## config.mk

```make
export PLATFORM = sky130hd
export DESIGN_NAME = controlador_botones
export DESIGN_NICKNAME = d
export VERILOG_FILES = /design/src/rtl/controlador_botones.sv
export SDC_FILE = /design/constraint.sdc
export NUM_CORES = 1
export LEC_CHECK = 0
export ABC_CLOCK_PERIOD_IN_PS = 3600
export BUFFER_PORTS_ARGS = -buffer_cell sky130_fd_sc_hd__buf_2
export CAP_MARGIN = 20
export CELL_PAD_IN_SITES_DETAIL_PLACEMENT = 1
export CELL_PAD_IN_SITES_GLOBAL_PLACEMENT = 1
export CORE_ASPECT_RATIO = 0.8
export CORE_MARGIN = 3
export CORE_UTILIZATION = 50
export DETAILED_ROUTE_END_ITERATION = 10
export GPL_ROUTABILITY_DRIVEN = 1
export PLACE_DENSITY = 0.79
export SYNTH_ARGS = -nofsm -noshare
export SYNTH_HDL_FRONTEND = slang
export SYNTH_SLANG_ARGS = --single-unit
```

## constraint.sdc

```tcl
create_clock -name reloj -period 3.6 [get_ports reloj]
set_input_delay 0.36 -clock reloj [delete_from_list [all_inputs] [get_ports reloj]]
set_output_delay 0.36 -clock reloj [all_outputs]
set_load 0.05 [all_outputs]
```

## src/rtl/controlador_botones.sv

```systemverilog
// Debounce controller and round-robin event arbiter for a bank of push buttons.
// All buttons share one sampling prescaler; debounced presses are queued as
// pending bits and offered one at a time over a valid/ready handshake.
//
// state  | meaning
// LIBRE  | no event offered; grants the next pending button, if any
// OFRECE | evento_valido high, evento_id stable until evento_listo
module controlador_botones #(
  parameter int NUM_BOTONES       = 4,
  parameter int CICLOS_MUESTREO   = 1000,
  parameter int MUESTRAS_ESTABLES = 4,
  localparam int IDW = $clog2(NUM_BOTONES)
) (
  input  logic                   reloj,
  input  logic                   reinicio,
  input  logic [NUM_BOTONES-1:0] botones,
  input  logic                   evento_listo,
  input  logic                   limpiar_desborde,
  output logic                   evento_valido,
  output logic [IDW-1:0]         evento_id,
  output logic [NUM_BOTONES-1:0] estado_botones,
  output logic                   desborde
);

  localparam int PW = $clog2(CICLOS_MUESTREO);
  localparam int CW = $clog2(MUESTRAS_ESTABLES);
  localparam logic [PW-1:0]  PRE_MAX = PW'(CICLOS_MUESTREO - 1);
  localparam logic [CW-1:0]  CNT_MAX = CW'(MUESTRAS_ESTABLES - 1);
  localparam logic [IDW-1:0] ID_MAX  = IDW'(NUM_BOTONES - 1);

  typedef enum logic {LIBRE, OFRECE} estado_t;

  logic [NUM_BOTONES-1:0]         sinc1_q, sinc_q;
  logic [PW-1:0]                  pre_q, pre_d;
  logic [NUM_BOTONES-1:0][CW-1:0] cnt_q, cnt_d;
  logic [NUM_BOTONES-1:0]         estado_q, estado_d;
  logic [NUM_BOTONES-1:0]         pend_q, pend_d;
  logic [NUM_BOTONES-1:0]         sube, limpia;
  logic                           tick;
  estado_t                        fsm_q, fsm_d;
  logic                           valido_q, valido_d;
  logic [IDW-1:0]                 id_q, id_d;
  logic [IDW-1:0]                 ptr_q, ptr_d;
  logic                           desb_q, desb_d;
  logic                           hallado;
  logic [IDW-1:0]                 idx_sel, pos;

  assign tick = (pre_q == PRE_MAX);

  // Prescaler wrap and per-button debounce counters; flags debounced rising edges.
  always_comb begin
    pre_d    = tick ? '0 : pre_q + 1'b1;
    cnt_d    = cnt_q;
    estado_d = estado_q;
    sube     = '0;
    if (tick) begin
      for (int i = 0; i < NUM_BOTONES; i++) begin
        if (sinc_q[i] == estado_q[i]) begin
          cnt_d[i] = '0;
        end else if (cnt_q[i] == CNT_MAX) begin
          estado_d[i] = ~estado_q[i];
          cnt_d[i]    = '0;
          sube[i]     = ~estado_q[i];
        end else begin
          cnt_d[i] = cnt_q[i] + 1'b1;
        end
      end
    end
  end

  // Round-robin scan: first pending bit at or above the pointer, wrapping.
  always_comb begin
    hallado = 1'b0;
    idx_sel = '0;
    pos     = '0;
    for (int k = 0; k < NUM_BOTONES; k++) begin
      pos = IDW'((int'(ptr_q) + k) % NUM_BOTONES);
      if (!hallado && pend_q[pos]) begin
        hallado = 1'b1;
        idx_sel = pos;
      end
    end
  end

  // Arbiter next state, pending queue and sticky overflow.
  always_comb begin
    fsm_d    = fsm_q;
    valido_d = valido_q;
    id_d     = id_q;
    ptr_d    = ptr_q;
    limpia   = '0;
    case (fsm_q)
      LIBRE: begin
        if (hallado) begin
          fsm_d           = OFRECE;
          valido_d        = 1'b1;
          id_d            = idx_sel;
          limpia[idx_sel] = 1'b1;
        end
      end
      OFRECE: begin
        if (evento_listo) begin
          fsm_d    = LIBRE;
          valido_d = 1'b0;
          ptr_d    = (id_q == ID_MAX) ? '0 : id_q + 1'b1;
        end
      end
      default: fsm_d = LIBRE;
    endcase
    // A press landing on the edge that grants the same bit is kept, not an overflow.
    pend_d = (pend_q & ~limpia) | sube;
    desb_d = (desb_q & ~limpiar_desborde) | (|(sube & pend_q & ~limpia));
  end

  // Synchroniser, prescaler and debounce registers.
  always_ff @(posedge reloj or negedge reinicio) begin
    if (!reinicio) begin
      sinc1_q  <= '0;
      sinc_q   <= '0;
      pre_q    <= '0;
      cnt_q    <= '0;
      estado_q <= '0;
    end else begin
      sinc1_q  <= botones;
      sinc_q   <= sinc1_q;
      pre_q    <= pre_d;
      cnt_q    <= cnt_d;
      estado_q <= estado_d;
    end
  end

  // Arbiter state register and handshake outputs.
  always_ff @(posedge reloj or negedge reinicio) begin
    if (!reinicio) begin
      fsm_q    <= LIBRE;
      valido_q <= 1'b0;
      id_q     <= '0;
      ptr_q    <= '0;
      pend_q   <= '0;
      desb_q   <= 1'b0;
    end else begin
      fsm_q    <= fsm_d;
      valido_q <= valido_d;
      id_q     <= id_d;
      ptr_q    <= ptr_d;
      pend_q   <= pend_d;
      desb_q   <= desb_d;
    end
  end

  assign evento_valido  = valido_q;
  assign evento_id      = id_q;
  assign estado_botones = estado_q;
  assign desborde       = desb_q;

endmodule
```

# --- Word-level counts from Yosys, hierarchy flattened ---
# Index checks and enable logic that the tools add are counted.
totals:
  word_cells: 121
  inputBits: 8
  register_bits: 41
  output_inout_bits: 8
classes:
  reduce_logical: 15
  n_eq_ne: 12
  bitwise_logic: 17
  add_sub_neg: 9
  order_cmp: 6
  n_mux: 45
ops:
  columns: ["cell", "count"]
  rows:
  - ["$mux 2", 13]
  - ["$mux 1", 21]
  - ["$lt 2x3->1 const B", 5]
  - ["$add 2x1->2 const B", 6]
  - ["$and 4x4->4", 3]
  - ["$mux 4", 3]
  - ["$reduce_and 3->1", 4]
  - ["$add 10x1->10 const B", 1]
  - ["$eq 10x10->1 const B", 1]
  - ["$eq 2x2->1 const B", 5]
  - ["$mux 10", 1]
  - ["$not 1->1", 10]
  - ["$bmux 1 s2", 4]
  - ["$reduce_and 2->1", 3]
  - ["$add 2x2->2 const B", 2]
  - ["$eq 1x1->1", 4]
  - ["$logic_and 1x1->1", 4]
  - ["$ne 2x2->1 const B", 2]
  - ["$not 4->4", 1]
  - ["$or 4x4->4", 1]
  - ["$pmux 1 s2", 2]
  - ["$reduce_or 4->1", 1]
  - ["$logic_not 1->1", 3]
  - ["$demux 1 s2", 1]
  - ["3 further kinds", 3]

# --- Logic depth before layout (Yosys ltp) ---
logic_depth:
  ltp_word: 22
  mapped_depth: 7
  depth_no_buf: 7

# --- Least setup slack after synthesis ---
# OpenSTA, ideal clock, no wires.
synth_timing:
  path_type: "register to register"
  startpoint: "register pre_q[0]"
  endpoint: "register desb_q (netlist: desborde)"
  setup_ps: 87
  required_ps: 3513
  stages_incl_launch_ff: 8
  t_arrival_ps: 1548
  period_less_slack_ps: 1634
  path_buffers: 0
  path_slack_ps: 1966
  path_cell_list: "dfrtp_1 ha_1 nand4b_4 nor4_4 nand4_1 mux2i_1 o21ai_1 o211ai_1"
synth_between:
  elab_chain_cells: 6
synth_lines:
  columns: ["item", "line_no", "rtl"]
  rows:
  - ["start: declaration", "34", "logic [PW-1:0] pre_q, pre_d;"]
  - ["start signal: assignment", "126", "pre_q <= pre_d;"]
  - ["$eq 10x10->1", "48", "assign tick = (pre_q == PRE_MAX);"]
  - ["$mux 4", "56", "if (tick) begin"]
  - ["$and 4x4->4 (2 in series)", "112", "desb_d = (desb_q & ~limpiar_desborde) | (|(sube & pend_q & ~limpia));"]
  - ["$reduce_or 4->1", "112", null]
  - ["$or 1x1->1", "112", null]
  - ["net desb_d", "44", "logic desb_q, desb_d;"]
  - ["end signal: assignment", "147", "desb_q <= desb_d;"]
  - ["end: declaration", "44", null]
# The timed path passes the listed nets, and every way through them passes these cells.
# A chain may end at the register's enable or synchronous reset.

# --- Final worst setup path ---
# Ends and elaborated chain as after synthesis.

==> results.md <==
* Hold Path Depth at 1
* Final Non-Filler Cells at 232
* Crit-path max FO at 19
* Postcts setup bufs at 0
* Slew @ Worst Pin at 1.01 ns
* Final setup vio count at 0
* Period utilization at 0.666
* Vias at around 1.3k
* Pins Over Slew Limit at 0
* Io pins at 16
* Final net count at 203
* Total Power at 0.871 mW
* Internal power at 0.684 mW
* Initial DRC Count at 46
* Synthesis-to-layout area growth at 12.6%
* Setup Skew at 0.00700 ns
* Sw Pwr at 0.188 mW
* Setup crit start kind: flop
* Fraction of layout cells with a size suffix above 1 at 0.174
* Synthesized flop and latch total at 41
* CTS tree: yes
* Remaining Overflow, GRT at 0
* Worst Path Arrival at around 2.6 ns
* Critical path class: flop to flop
* Syn nets at 183
* Status: completed
* Die area at 4470 um2
* IO Port Bufs at 15
* Hold slack at 0.167 ns
* Placer's final routability congestion estimate at 0.726
* Root buf cell: clkbuf_8
* Reg2reg setup slack at 1.20 ns
* H-tree levels at 2
* CP top delay family: simple AND/OR/NAND/NOR gates
* Inst Count DP at 224
* Slew margin rel. at 0.320
* Part of the power in the clock network at 0.427
* Maximum clock path buffer count at 2
* Final HPWL DP at 2750 um
* Crit-path slowest cell: nor4_4
* Switching Share at 0.215
* WL/cell at ~17 um
* Reg-to-reg critical path startpoint: pre_q[0]$_DFF_PN0_
* Crit end category: flop
* First-pass detailed-route iteration total at 4
* Die height at 60.4 um
* CTS Hold Bufs at 0
* Initial antenna violation count at 0
* DRC viols at 0
* Setup TNS at 0 ns
* Via-to-Cell Ratio at 5.59
* Hold path startpoint: botones[0]
* Worst-case reg-to-reg path depth at 7
* Fmax achieved at 417 MHz
* Initial cell density of the core at 0.530
* Final hold viol count at 0
* Crit-path cells: ha_1 -> nand4b_4 -> nor4_4 -> nand4_1 -> mux2i_1 -> o21ai_1 -> o211ai_1
* CP max stage delay at 0.85 ns
* Max-cap viol count at 0
* Min Tclk post-route at around 2.4 ns
* Post-route ant nets at 0
* Sequential share of power at 0.541
* Netlist cell types at 33
* Floorplan core area at 3490 um2
* Total GRT Usage at 0.201
* RSZ-0062 raised after global routing: no
* Pre-CTS WS at 1.30 ns
* Worst Hold Endpoint: sinc1_q[0]$_DFF_PN0_
* Vias in the first global route at 1388
* Yosys warning count at 0
* Avg Cell Area, Syn at 10.9 um2
* CTS Buf Count at 5
* HP Class: input port to flop
* Synthesized area at 1850 um2
* Diode count at 0
* CP bufs+invs at 0
* Largest net degree at the start of global routing at 42
* First-pass GRT wire length at 6620 um
* Routed wire length at 3930 um
* Seq/Total Area, Yosys at 0.554
* VDD IR max at 0.000448 V
* CP required at around 3.8 ns
* Leak at 1.09 nW
* Floorplan row count at 19
* Cells after Synth at 169
* Die W at 74.0 um
* Power Dens Cells at roughly 420 nW/um2
* Reg2reg end: desborde$_DFF_PN0_
* Resize count post-CTS at 0
* CTS Sinks at 41
* Setup slack after layout at 1.20 ns
* Clock-pin slew on the worst setup and hold paths at 0.08 ns
* Logic pwr share at 0.032
* Clock Latency Late Sink at 0.29 ns
## cell usage in the layout (no fill, tap or decap), types with 3 or more instances in the layout
| master | Yosys | final |
|---|---|---|
| clkbuf_8 | 0 | 5 |
| nand4_1 | 3 | 3 |
| inv_1 | 5 | 5 |
| xnor2_1 | 3 | 3 |
| mux2_2 | 6 | 6 |
| o21ai_0 | 8 | 8 |
| xor2_1 | 7 | 7 |
| nor2b_1 | 4 | 4 |
| dfrtp_1 | 41 | 41 |
| nor2_1 | 13 | 13 |
| nand2_1 | 30 | 30 |
| ha_1 | 6 | 6 |
| buf_2 | 2 | 15 |
| and3_1 | 3 | 3 |
| o31ai_1 | 3 | 3 |
| nand3_1 | 9 | 9 |
| a21o_1 | 3 | 3 |
## cell families (layout without fill, tap and decap cells)
group	count (synthesis)	in the layout	synth area share
buffers and inverters	7	28	0.0156
multiplexers	8	8	0.0473
XOR/XNOR	10	10	0.0473
flip-flops	41	41	0.554
AO/OA/AOI/OAI	24	24	0.0913
AND/OR/NAND/NOR	73	73	0.204
adder cells (fa/ha/maj)	6	6	0.0406
## how the worst max path moves through the flow
stage | startpoint | slack (ns) | cells after the start | to
after detailed placement | pre_q[0]$_DFF_PN0_ | 1.30 | 7 | desborde$_DFF_PN0_
after CTS | pre_q[0]$_DFF_PN0_ | 1.21 | 7 | desborde$_DFF_PN0_
after global placement | pre_q[0]$_DFF_PN0_ | 1.48 | 7 | desborde$_DFF_PN0_
after global routing | pre_q[0]$_DFF_PN0_ | 1.01 | 7 | desborde$_DFF_PN0_
final | pre_q[0]$_DFF_PN0_ | 1.20 | 7 | desborde$_DFF_PN0_
after floorplan | pre_q[0]$_DFF_PN0_ | 1.97 | 7 | desborde$_DFF_PN0_
## registers in the layout, summed over array words and instances (netlist names)
| register | flops |
|---|---|
| pre_q | 10 |
| cnt_q | 8 |
| estado_botones | 4 |
| pend_q | 4 |
| sinc1_q | 4 |
| sinc_q | 4 |
| evento_id | 2 |
| ptr_q | 2 |
| desborde | 1 |
| evento_valido | 1 |
| fsm_q | 1 |
## synth_stat cells, drive strengths merged
library cell / instances / area, um2
a211oi: 1 / 12.5
a21o: 3 / 22.5
a22o: 1 / 8.76
a2bb2oi: 1 / 8.76
a32o: 1 / 10.0
and2: 1 / 6.26
and3: 3 / 18.8
buf: 2 / 10.0
dfrtp: 41 / 1030
ha: 6 / 75.1
inv: 5 / 18.8
mux2: 6 / 67.6
mux2i: 2 / 20.0
nand2: 30 / 113
nand2b: 2 / 12.5
nand3: 9 / 45.0
nand4: 3 / 18.8
nand4b: 3 / 41.3
nor2: 13 / 48.8
nor2b: 4 / 25.0
nor3: 1 / 5.00
nor4: 3 / 33.8
o211a: 1 / 10.0
o211ai: 2 / 15.0
o21ai: 10 / 50.1
o31ai: 3 / 22.5
o41ai: 1 / 8.76
or3b: 1 / 8.76
xnor2: 3 / 26.3
xor2: 7 / 61.3
## routing by layer
layer,vias to the layer above,global-route usage,part of all wire
li1,632,-,-
met1,640,0.277,0.49
met2,18,0.309,0.46
met3,6,0.0546,0.030
met4,0,0.0672,0.015
met5,-,0,0
## cell type report
| class | instances | area [um2] |
|---|---|---|
| flip-flops and latches | 41 | 1030 |
| inverters | 5 | 18.8 |
| clock buffers | 5 | 68.8 |
| multi-input cells | 121 | 796 |
| fillers | 378 | 1410 |
| repair buffers | 15 | 75.1 |
| clock inverters | 3 | 46.3 |
| well taps | 42 | 52.6 |
## stage by stage
stage	cell area [um2]	util
global route	2080	0.596
CTS	2080	0.596
detailed placement	1970	0.563
floorplan	1850	-
finish	2080	0.596
global placement	1970	0.563
## power groups by stage
stage          combinational [mW]  clock [mW]  sequential (mW)
2_1_floorplan              0.0130           0            0.479
5_1_grt                    0.0325       0.407            0.472
3_5_place_dp               0.0292           0            0.480
6_report                   0.0283       0.372            0.471
3_3_place_gp               0.0277           0            0.480
4_1_cts                    0.0295       0.385            0.471
(Power assumes the default switching activity.)
